--- src/rtl/alu_pkg.sv ---
// Shared opcode constants, flag bit positions and controller state encoding
// for the ALU sequencing controller and its surrounding top level.
package alu_pkg;

  localparam logic [3:0] OP_ADD  = 4'h0;
  localparam logic [3:0] OP_SUB  = 4'h1;
  localparam logic [3:0] OP_MUL  = 4'h2;
  localparam logic [3:0] OP_DIV  = 4'h3;
  localparam logic [3:0] OP_SHL  = 4'h4;
  localparam logic [3:0] OP_SHR  = 4'h5;
  localparam logic [3:0] OP_AND  = 4'h6;
  localparam logic [3:0] OP_OR   = 4'h7;
  localparam logic [3:0] OP_XOR  = 4'h8;
  localparam logic [3:0] OP_XNOR = 4'h9;
  localparam logic [3:0] OP_NAND = 4'hA;
  localparam logic [3:0] OP_NOR  = 4'hB;

  localparam int FLAG_ZERO  = 0;
  localparam int FLAG_CARRY = 1;
  localparam int FLAG_OVF   = 2;
  localparam int FLAG_UNF   = 3;

  typedef enum logic [1:0] {
    ST_IDLE = 2'd0,
    ST_EXEC = 2'd1,
    ST_RESP = 2'd2
  } state_e;

  // Opcodes above NOR are reserved; the controller passes them through untouched.
  function automatic logic op_defined(input logic [3:0] op);
    return op <= OP_NOR;
  endfunction

endpackage

--- src/rtl/alu_ctrl_if.sv ---
// Request/ALU/response bus of the ALU controller. slave = controller side,
// master = requester, ALU and response consumer side.
interface alu_ctrl_if;

  logic       REQ_VALID;
  logic       REQ_READY;
  logic [3:0] REQ_SEL;
  logic [7:0] REQ_A;
  logic [7:0] REQ_B;
  logic [3:0] SEL_TMP;
  logic [7:0] A;
  logic [7:0] B;
  logic [7:0] ALU_OUT_TMP;
  logic [3:0] FLAG_TMP;
  logic       RSP_VALID;
  logic       RSP_READY;
  logic [7:0] RSP_DATA;
  logic [3:0] RSP_FLAGS;

  modport slave (
    input  REQ_VALID, REQ_SEL, REQ_A, REQ_B, ALU_OUT_TMP, FLAG_TMP, RSP_READY,
    output REQ_READY, SEL_TMP, A, B, RSP_VALID, RSP_DATA, RSP_FLAGS
  );

  modport master (
    output REQ_VALID, REQ_SEL, REQ_A, REQ_B, ALU_OUT_TMP, FLAG_TMP, RSP_READY,
    input  REQ_READY, SEL_TMP, A, B, RSP_VALID, RSP_DATA, RSP_FLAGS
  );

endinterface

--- src/rtl/alu_ctrl.sv ---
// Sequences one operation at a time through an external combinational ALU.
// Optional sticky flag accumulation enabled by ALU_CTRL_STICKY_FLAGS_EN.
//
// state   | meaning
// IDLE    | ready for a request, operands latched on REQ_VALID
// EXEC    | operands held on A/B/SEL_TMP while the ALU settles
// RESP    | result captured, RSP_VALID held until RSP_READY
module alu_ctrl
  import alu_pkg::*;
#(
  parameter int CNT_W = 8
) (
  input  logic             CLK,
  input  logic             RESET,
  alu_ctrl_if.slave        bus,
  output logic [CNT_W-1:0] OP_COUNT,
  output logic [3:0]       STICKY_FLAGS,
  input  logic             STICKY_CLR
);

  state_e           state_q, state_d;
  logic [3:0]       sel_q, sel_d;
  logic [7:0]       a_q, a_d;
  logic [7:0]       b_q, b_d;
  logic [7:0]       data_q, data_d;
  logic [3:0]       flags_q, flags_d;
  logic [CNT_W-1:0] cnt_q, cnt_d;
  logic             capture;

  always_ff @(posedge CLK or posedge RESET) begin
    if (RESET) begin
      state_q <= ST_IDLE;
      sel_q   <= '0;
      a_q     <= '0;
      b_q     <= '0;
      data_q  <= '0;
      flags_q <= '0;
      cnt_q   <= '0;
    end else begin
      state_q <= state_d;
      sel_q   <= sel_d;
      a_q     <= a_d;
      b_q     <= b_d;
      data_q  <= data_d;
      flags_q <= flags_d;
      cnt_q   <= cnt_d;
    end
  end

  always_comb begin
    state_d = state_q;
    sel_d   = sel_q;
    a_d     = a_q;
    b_d     = b_q;
    data_d  = data_q;
    flags_d = flags_q;
    cnt_d   = cnt_q;
    capture = 1'b0;
    case (state_q)
      ST_IDLE: begin
        if (bus.REQ_VALID) begin
          sel_d   = bus.REQ_SEL;
          a_d     = bus.REQ_A;
          b_d     = bus.REQ_B;
          state_d = ST_EXEC;
        end
      end
      ST_EXEC: begin
        capture = 1'b1;
        data_d  = bus.ALU_OUT_TMP;
        flags_d = bus.FLAG_TMP;
        state_d = ST_RESP;
      end
      ST_RESP: begin
        if (bus.RSP_READY) begin
          cnt_d   = cnt_q + CNT_W'(1);
          state_d = ST_IDLE;
        end
      end
      default: state_d = ST_IDLE;
    endcase
  end

  // Ready is masked by reset so a requester never sees a handshake mid-reset.
  assign bus.REQ_READY = (state_q == ST_IDLE) && !RESET;
  assign bus.RSP_VALID = (state_q == ST_RESP);
  assign bus.SEL_TMP   = sel_q;
  assign bus.A         = a_q;
  assign bus.B         = b_q;
  assign bus.RSP_DATA  = data_q;
  assign bus.RSP_FLAGS = flags_q;
  assign OP_COUNT      = cnt_q;

`ifdef ALU_CTRL_STICKY_FLAGS_EN
  logic [3:0] sticky_q, sticky_d;

  // Clear applies first so a simultaneous capture leaves only the new flags.
  always_comb begin
    sticky_d = STICKY_CLR ? 4'b0000 : sticky_q;
    if (capture) sticky_d = sticky_d | bus.FLAG_TMP;
  end

  always_ff @(posedge CLK or posedge RESET) begin
    if (RESET) sticky_q <= '0;
    else       sticky_q <= sticky_d;
  end

  assign STICKY_FLAGS = sticky_q;
`else
  logic unused_sticky;
  assign unused_sticky = STICKY_CLR | capture;
  assign STICKY_FLAGS  = 4'b0000;
`endif

endmodule

--- src/flat_wrapper.sv ---
// flat-port wrapper written by rule: the top's interface ports become plain ports
module alu_ctrl_flat import alu_pkg::*;
#(
  parameter int CNT_W = 8
)
  (CLK, RESET, OP_COUNT, STICKY_FLAGS, STICKY_CLR, bus_REQ_VALID, bus_REQ_SEL, bus_REQ_A, bus_REQ_B, bus_ALU_OUT_TMP, bus_FLAG_TMP, bus_RSP_READY, bus_REQ_READY, bus_SEL_TMP, bus_A, bus_B, bus_RSP_VALID, bus_RSP_DATA, bus_RSP_FLAGS);
  alu_ctrl_if bus_i ();
  input  logic CLK;
  input  logic RESET;
  output logic [CNT_W-1:0] OP_COUNT;
  output logic [3:0] STICKY_FLAGS;
  input  logic STICKY_CLR;
  input wire logic [$bits(bus_i.REQ_VALID)-1:0] bus_REQ_VALID;
  input wire logic [$bits(bus_i.REQ_SEL)-1:0] bus_REQ_SEL;
  input wire logic [$bits(bus_i.REQ_A)-1:0] bus_REQ_A;
  input wire logic [$bits(bus_i.REQ_B)-1:0] bus_REQ_B;
  input wire logic [$bits(bus_i.ALU_OUT_TMP)-1:0] bus_ALU_OUT_TMP;
  input wire logic [$bits(bus_i.FLAG_TMP)-1:0] bus_FLAG_TMP;
  input wire logic [$bits(bus_i.RSP_READY)-1:0] bus_RSP_READY;
  output wire logic [$bits(bus_i.REQ_READY)-1:0] bus_REQ_READY;
  output wire logic [$bits(bus_i.SEL_TMP)-1:0] bus_SEL_TMP;
  output wire logic [$bits(bus_i.A)-1:0] bus_A;
  output wire logic [$bits(bus_i.B)-1:0] bus_B;
  output wire logic [$bits(bus_i.RSP_VALID)-1:0] bus_RSP_VALID;
  output wire logic [$bits(bus_i.RSP_DATA)-1:0] bus_RSP_DATA;
  output wire logic [$bits(bus_i.RSP_FLAGS)-1:0] bus_RSP_FLAGS;
  assign bus_i.REQ_VALID = bus_REQ_VALID;
  assign bus_i.REQ_SEL = bus_REQ_SEL;
  assign bus_i.REQ_A = bus_REQ_A;
  assign bus_i.REQ_B = bus_REQ_B;
  assign bus_i.ALU_OUT_TMP = bus_ALU_OUT_TMP;
  assign bus_i.FLAG_TMP = bus_FLAG_TMP;
  assign bus_i.RSP_READY = bus_RSP_READY;
  assign bus_REQ_READY = bus_i.REQ_READY;
  assign bus_SEL_TMP = bus_i.SEL_TMP;
  assign bus_A = bus_i.A;
  assign bus_B = bus_i.B;
  assign bus_RSP_VALID = bus_i.RSP_VALID;
  assign bus_RSP_DATA = bus_i.RSP_DATA;
  assign bus_RSP_FLAGS = bus_i.RSP_FLAGS;
  alu_ctrl #(.CNT_W(CNT_W)) u_core (.CLK(CLK), .RESET(RESET), .bus(bus_i), .OP_COUNT(OP_COUNT), .STICKY_FLAGS(STICKY_FLAGS), .STICKY_CLR(STICKY_CLR));
endmodule
--- config.mk ---
export PLATFORM = sky130hd
export DESIGN_NAME = alu_ctrl_flat
export DESIGN_NICKNAME = d
export VERILOG_FILES = /design/src/rtl/alu_pkg.sv /design/src/rtl/alu_ctrl_if.sv /design/src/rtl/alu_ctrl.sv /design/src/flat_wrapper.sv
export SDC_FILE = /design/constraint.sdc
export NUM_CORES = 1
export LEC_CHECK = 0
export BUFFER_PORTS_ARGS = -buffer_cell sky130_fd_sc_hd__buf_2
export CORE_MARGIN = 1.5
export CORE_UTILIZATION = 48
export DETAILED_ROUTE_END_ITERATION = 6
export PLACE_DENSITY = 0.92
export SLEW_MARGIN = 5
export SYNTH_ARGS = -nofsm -noshare
export SYNTH_HDL_FRONTEND = slang
export SYNTH_SLANG_ARGS = --single-unit
--- constraint.sdc ---
create_clock -name CLK -period 3.6 [get_ports CLK]
set_input_delay 0.18 -clock CLK [delete_from_list [all_inputs] [get_ports CLK]]
set_output_delay 0.18 -clock CLK [all_outputs]
set_load 0.03 [all_outputs]
* After elaboration in Yosys (flattened, before gate mapping) *
Index checks and enable logic that the tools add are counted.

word-level totals
  bits in registers = 42
  bits of input ports = 37
  logic and storage cells = 21

operators by class
  add/sub/neg operators = 1
  equality and inequality tests = 4
  mux-type cells = 3
  reductions and logical operators = 6

operator list
  kind                                            number
  adder 8 x 1 -> 8 bit (second input constant)    1
  one-hot mux 2 bit (3 select lines)              1
  AND reduction 2 bit                             3
  two-way mux 2 bit                               2
  != test 2 bit (second input constant)           2
  == test 2 x 1 -> 1 bit (second input constant)  1
  == test 2 bit (second input constant)           1
  logical NOT 2 bit                               1
  logical AND 1 bit                               1
  logical NOT 1 bit                               1

* Logic depth before layout (Yosys ltp) *
  depth in word-level cells = 3
  depth in mapped cells = 4

* Least setup slack after synthesis *
No wires, ideal clock.

  path type = register -> output
  start = register u_core.state_q[0]
  end = output port bus_REQ_READY
  arrival = 1.116 ns
  data required time = 3.420 ns
  path slack = 2.304 ns
  stages on the path, launching flop included = 2
  path buffers = 0
  cell sequence = dfrtp_1 > nor3_1

on the way
  longest elaborated chain between the ends = 2

ends and longest elaborated chain
  what                    line                source
  start, declared         alu_ctrl.sv:21      state_e state_q, state_d;
  start signal, assigned  alu_ctrl.sv:40      state_q <= state_d;
  logical NOT 2 bit       alu_ctrl.sv:85      assign bus.REQ_READY = (state_q == ST_IDLE) && !RESET;
  logical AND 1 bit       alu_ctrl.sv:85
  end, declared           flat_wrapper.sv:20  output wire logic [$bits(bus_i.REQ_READY)-1:0] bus_REQ_READY;

Every way passes these cells.

* Worst setup path in the final report *
  start = register u_core.state_q[1]
  end = register u_core.data_q[7], in the netlist u_core.bus.RSP_DATA[7]

on the way
  longest elaborated chain between the ends = 1

ends and longest elaborated chain
  what                    line            source
  == test 2 x 1 -> 1 bit  alu_ctrl.sv:59  case (state_q)
  end signal, assigned    alu_ctrl.sv:44  data_q <= data_d;
  end, declared           alu_ctrl.sv:25  logic [7:0] data_q, data_d;

Every way passes these cells.
A chain may end at the register's enable or synchronous reset.

==> metrics.md <==
| Metric | Value |
|---|---|
| Final Hold Viols | `0` |
| Register area | `0.00105 mm2` |
| End of the critical path | `u_core.bus.RSP_DATA[7]` |
| Placed cell count | `231` |
| Initial antenna violation count | `0` |
| CP max-delay cell | `nand2b_1` |
| Residual DRC | `0` |
| Post-synth cell types | `19` |
| Non-filler cells in the finished layout | `240` |
| Clock Latency Late Sink | `0.34 ns` |
| Post-synthesis sequential area ratio | `0.630` |
| Complex-gate fraction of the synthesized area | `0.00300` |
| Routing usage on met1 | `0.204` |
| Power Density | `986 mW/mm2` |
| Detailed placement HPWL | `2220 um` |
| Area of the multi-input gates | `563 um2` |
| Core Region | `0.00334 mm2` |
| CTS buffer count | `5` |
| Peak supply drop | `0.465 mV` |
| Starting Density | `0.500` |
| Routed Wire Length | `3000 um` |
| Reg2reg setup slack | `2.16 ns` |
| Number of global-route vias before repair | `1,063` |
| Worst r2r src | `u_core.state_q[1]` |
| Dominant cell type by area after synthesis | `dfrtp_1` |
| Clock tree from TritonCTS | `done` |
| First-pass GRT wire length | `4510 um` |
| # IOs | `83` |
| Pins Over Slew Limit | `0` |
| Syn Inst Count | `111` |
| FF-to-FF path depth | `2` |
| Slowest stage delay, CP | `0.49 ns` |
| Routing usage on met2 | `0.269` |
| Met3 usage | `0.0393` |
| Max-cap violations | `0` |
| Fraction of the mapped netlist area in adder cells | `0.00750` |
| Row cnt | `21` |
| Synth warn | `0` |
| Synthesis-to-finish area growth | `30.0%` |
| Top post-synthesis cells by area | `dfrtp_1 (63%), mux2_2 (22%), buf_4 (3.2%)` |
| Fin Setup TNS | `0 ns` |
| CTS resizes | `0` |
| Main combinational cell family by area after synthesis | `multiplexers` |
| Crit path kind | `flop to flop` |
| Worst clock skew | `0.0142 ns` |
| Synth Area in XOR/XNOR | `0.0368` |
| Crit path max fanout | `13` |
| Critical path startpoint category | `flop` |
| Clk sinks | `42` |
| CP bufs+invs | `0` |
| Avg Inst Size Synth | `15.0 um2` |
| Htree depth | `2` |
| Filler cell count | `264` |
| Final nets | `231` |
| Hold Path Class | `input port to flop` |
| Die X | `61.9 um` |
| Crit path max-delay family | `simple AND/OR/NAND/NOR gates` |
| Clk slew on worst S/H paths | `0.11 ns` |
| Grt ovf | `0` |
| Maximum clock frequency | `692 MHz` |
| Post-synthesis simple-gate area fraction | `0.0585` |
| Antenna viol nets, final | `0` |
| FF-to-FF End | `u_core.bus.RSP_DATA[7]` |
| Routability congestion estimate | `0.774` |
| Post-DR wirelength/cell | `12.5 um` |
| Worst Path Arrival | `1.67 ns` |
| Max clock buf depth | `2` |
| Post-synthesis register bit count | `42` |
| Pin count of the biggest net entering global routing | `43` |
| Static Leak | `0.00111 uW` |
| Synth top area share | `0.630` |
| First-pass iteration count of the detailed router | `4` |
| Worst slew margin | `0.631` |
| Crit path depth | `2` |
| Unrepaired setup endpoints after global routing | `false` |
| Actual slew at the worst max-slew pin | `0.554 ns` |
| Share of layout cells above drive strength 1 | `0.624` |
| Mapped cell area | `0.00167 mm2` |
| Postcts setup bufs | `0` |
| IO Port Bufs | `77` |
| Die area | `0.00384 mm2` |
| Final Setup Violations | `0` |
| Via count | `1,135` |
| Clock Tree Root | `clkbuf_4` |
| Final Cycle Share | `0.401` |
| ANT cells | `0` |
| Mux cell area share after synthesis | `0.223` |
| Crit-path cells | `nand2b_1, mux2_2` |
| Post-route minimum period | `1.44 ns` |
| DIE HEIGHT | `61.9 um` |
| First DRT Iteration DRCs | `66` |
| Gr usage total | `0.166` |
| Crit. Startpoint | `u_core.state_q[1]` |
| CP Capture Type | `flop` |
| Required time of the critical path | `3.82 ns` |
| Global routing's busiest layer | `met2` |
| Vias/cell | `4.73` |
| Outcome | `complete, no violations` |
-- synthesized netlist by cell type, drive strengths merged --
| cell type | number |
|---|---|
| dfrtp | 42 |
| mux2 | 33 |
| buf | 7 |
| xor2 | 4 |
| nand2 | 3 |
| nand4 | 3 |
| nor3 | 3 |
| xnor2 | 3 |
| inv | 2 |
| nand2b | 2 |
| and3 | 1 |
| and3b | 1 |
| clkbuf | 1 |
| conb | 1 |
| ha | 1 |
| nand4b | 1 |
| nor2 | 1 |
| nor3b | 1 |
| o21ai | 1 |
-- kinds of logic (layout without fill, tap and decap cells) --
kind of cell    after synthesis  count (layout)
xor+xnor                      7               7
simple gates                 16              16
flops                        42              42
other cells                   1               4
mux                          33              33
buf+inv                      10              90
fa+ha+maj                     1               1
compound gates                1               1
-- repair_timing --
| action | CTS | global route |
|---|---|---|
| hold endpoints to repair | 42 | 0 |
| setup endpoints to repair | 0 | 0 |
| hold buffers | 1 | 0 |
-- stage by stage --
| stage | hold slack [ns] | total power [uW] | util | worst slack, ns | cell area (um2) |
|---|---|---|---|---|---|
| after floorplan | 0.288 | 1590 | - | 2.30 | 1680 |
| after CTS | 0.0375 | 2160 | 0.650 | 2.13 | 2170 |
| final | 0.0539 | 2140 | 0.650 | 2.16 | 2170 |
| after global routing | 0.0390 | 2280 | 0.650 | 2.08 | 2170 |
| after detailed placement | 0.351 | 1880 | 0.623 | 2.15 | 2080 |
| after global placement | 0.348 | 1850 | 0.623 | 2.16 | 2080 |
-- how the worst min path moves through the flow --
stage / from / to / slack, ns / cells past startpoint
2_1_floorplan: bus_RSP_READY / u_core.state_q[1] / 0.29 / 1
3_3_place_gp: RESET / u_core.OP_COUNT[2] / 0.35 / 3
3_5_place_dp: RESET / u_core.state_q[1] / 0.35 / 3
4_1_cts: bus_RSP_READY / u_core.state_q[1] / 0.04 / 2
5_1_grt: bus_RSP_READY / u_core.state_q[1] / 0.04 / 2
6_report: bus_RSP_READY / u_core.state_q[1] / 0.05 / 2
-- area by class of cell --
class,count,area share
well taps,46,0.0265
clock buffers,8,0.0364
inverters,2,0.00346
repair buffers,80,0.189
multi-input cells,62,0.260
flip-flops and latches,42,0.485
-- per-layer routing --
| metal | wire (um) | part of all wire | vias up |
|---|---|---|---|
| met2 | 1430 | 0.48 | 60 |
| li1 | - | - | 540 |
| met5 | 0 | 0 | - |
| met3 | 202 | 0.067 | 5 |
| met4 | 51 | 0.017 | 0 |
| met1 | 1320 | 0.44 | 530 |
-- state kept, by name (all words and copies together) (netlist names) --
name                  flops
u_core.state_q            2
u_core.bus.A              8
u_core.bus.B              8
u_core.bus.RSP_DATA       8
u_core.bus.SEL_TMP        4
u_core.OP_COUNT           8
u_core.bus.RSP_FLAGS      4
-- cells in the final DEF (no fill, tap or decap), drive strengths merged, types with 2 or more instances in the layout --
cell,Yosys,layout
mux2,33,33
dfrtp,42,42
xor2,4,4
nand4,3,3
nor3,3,3
xnor2,3,3
nand2,3,3
inv,2,2
nand2b,2,2
clkbuf,1,8
conb,1,4
buf,7,79
-- power breakdown --
group          switching, uW  internal [uW]  total [uW]
clock network            141            134         274
registers                131            687         818
logic                    662            383        1050
(Power assumes the default switching activity.)
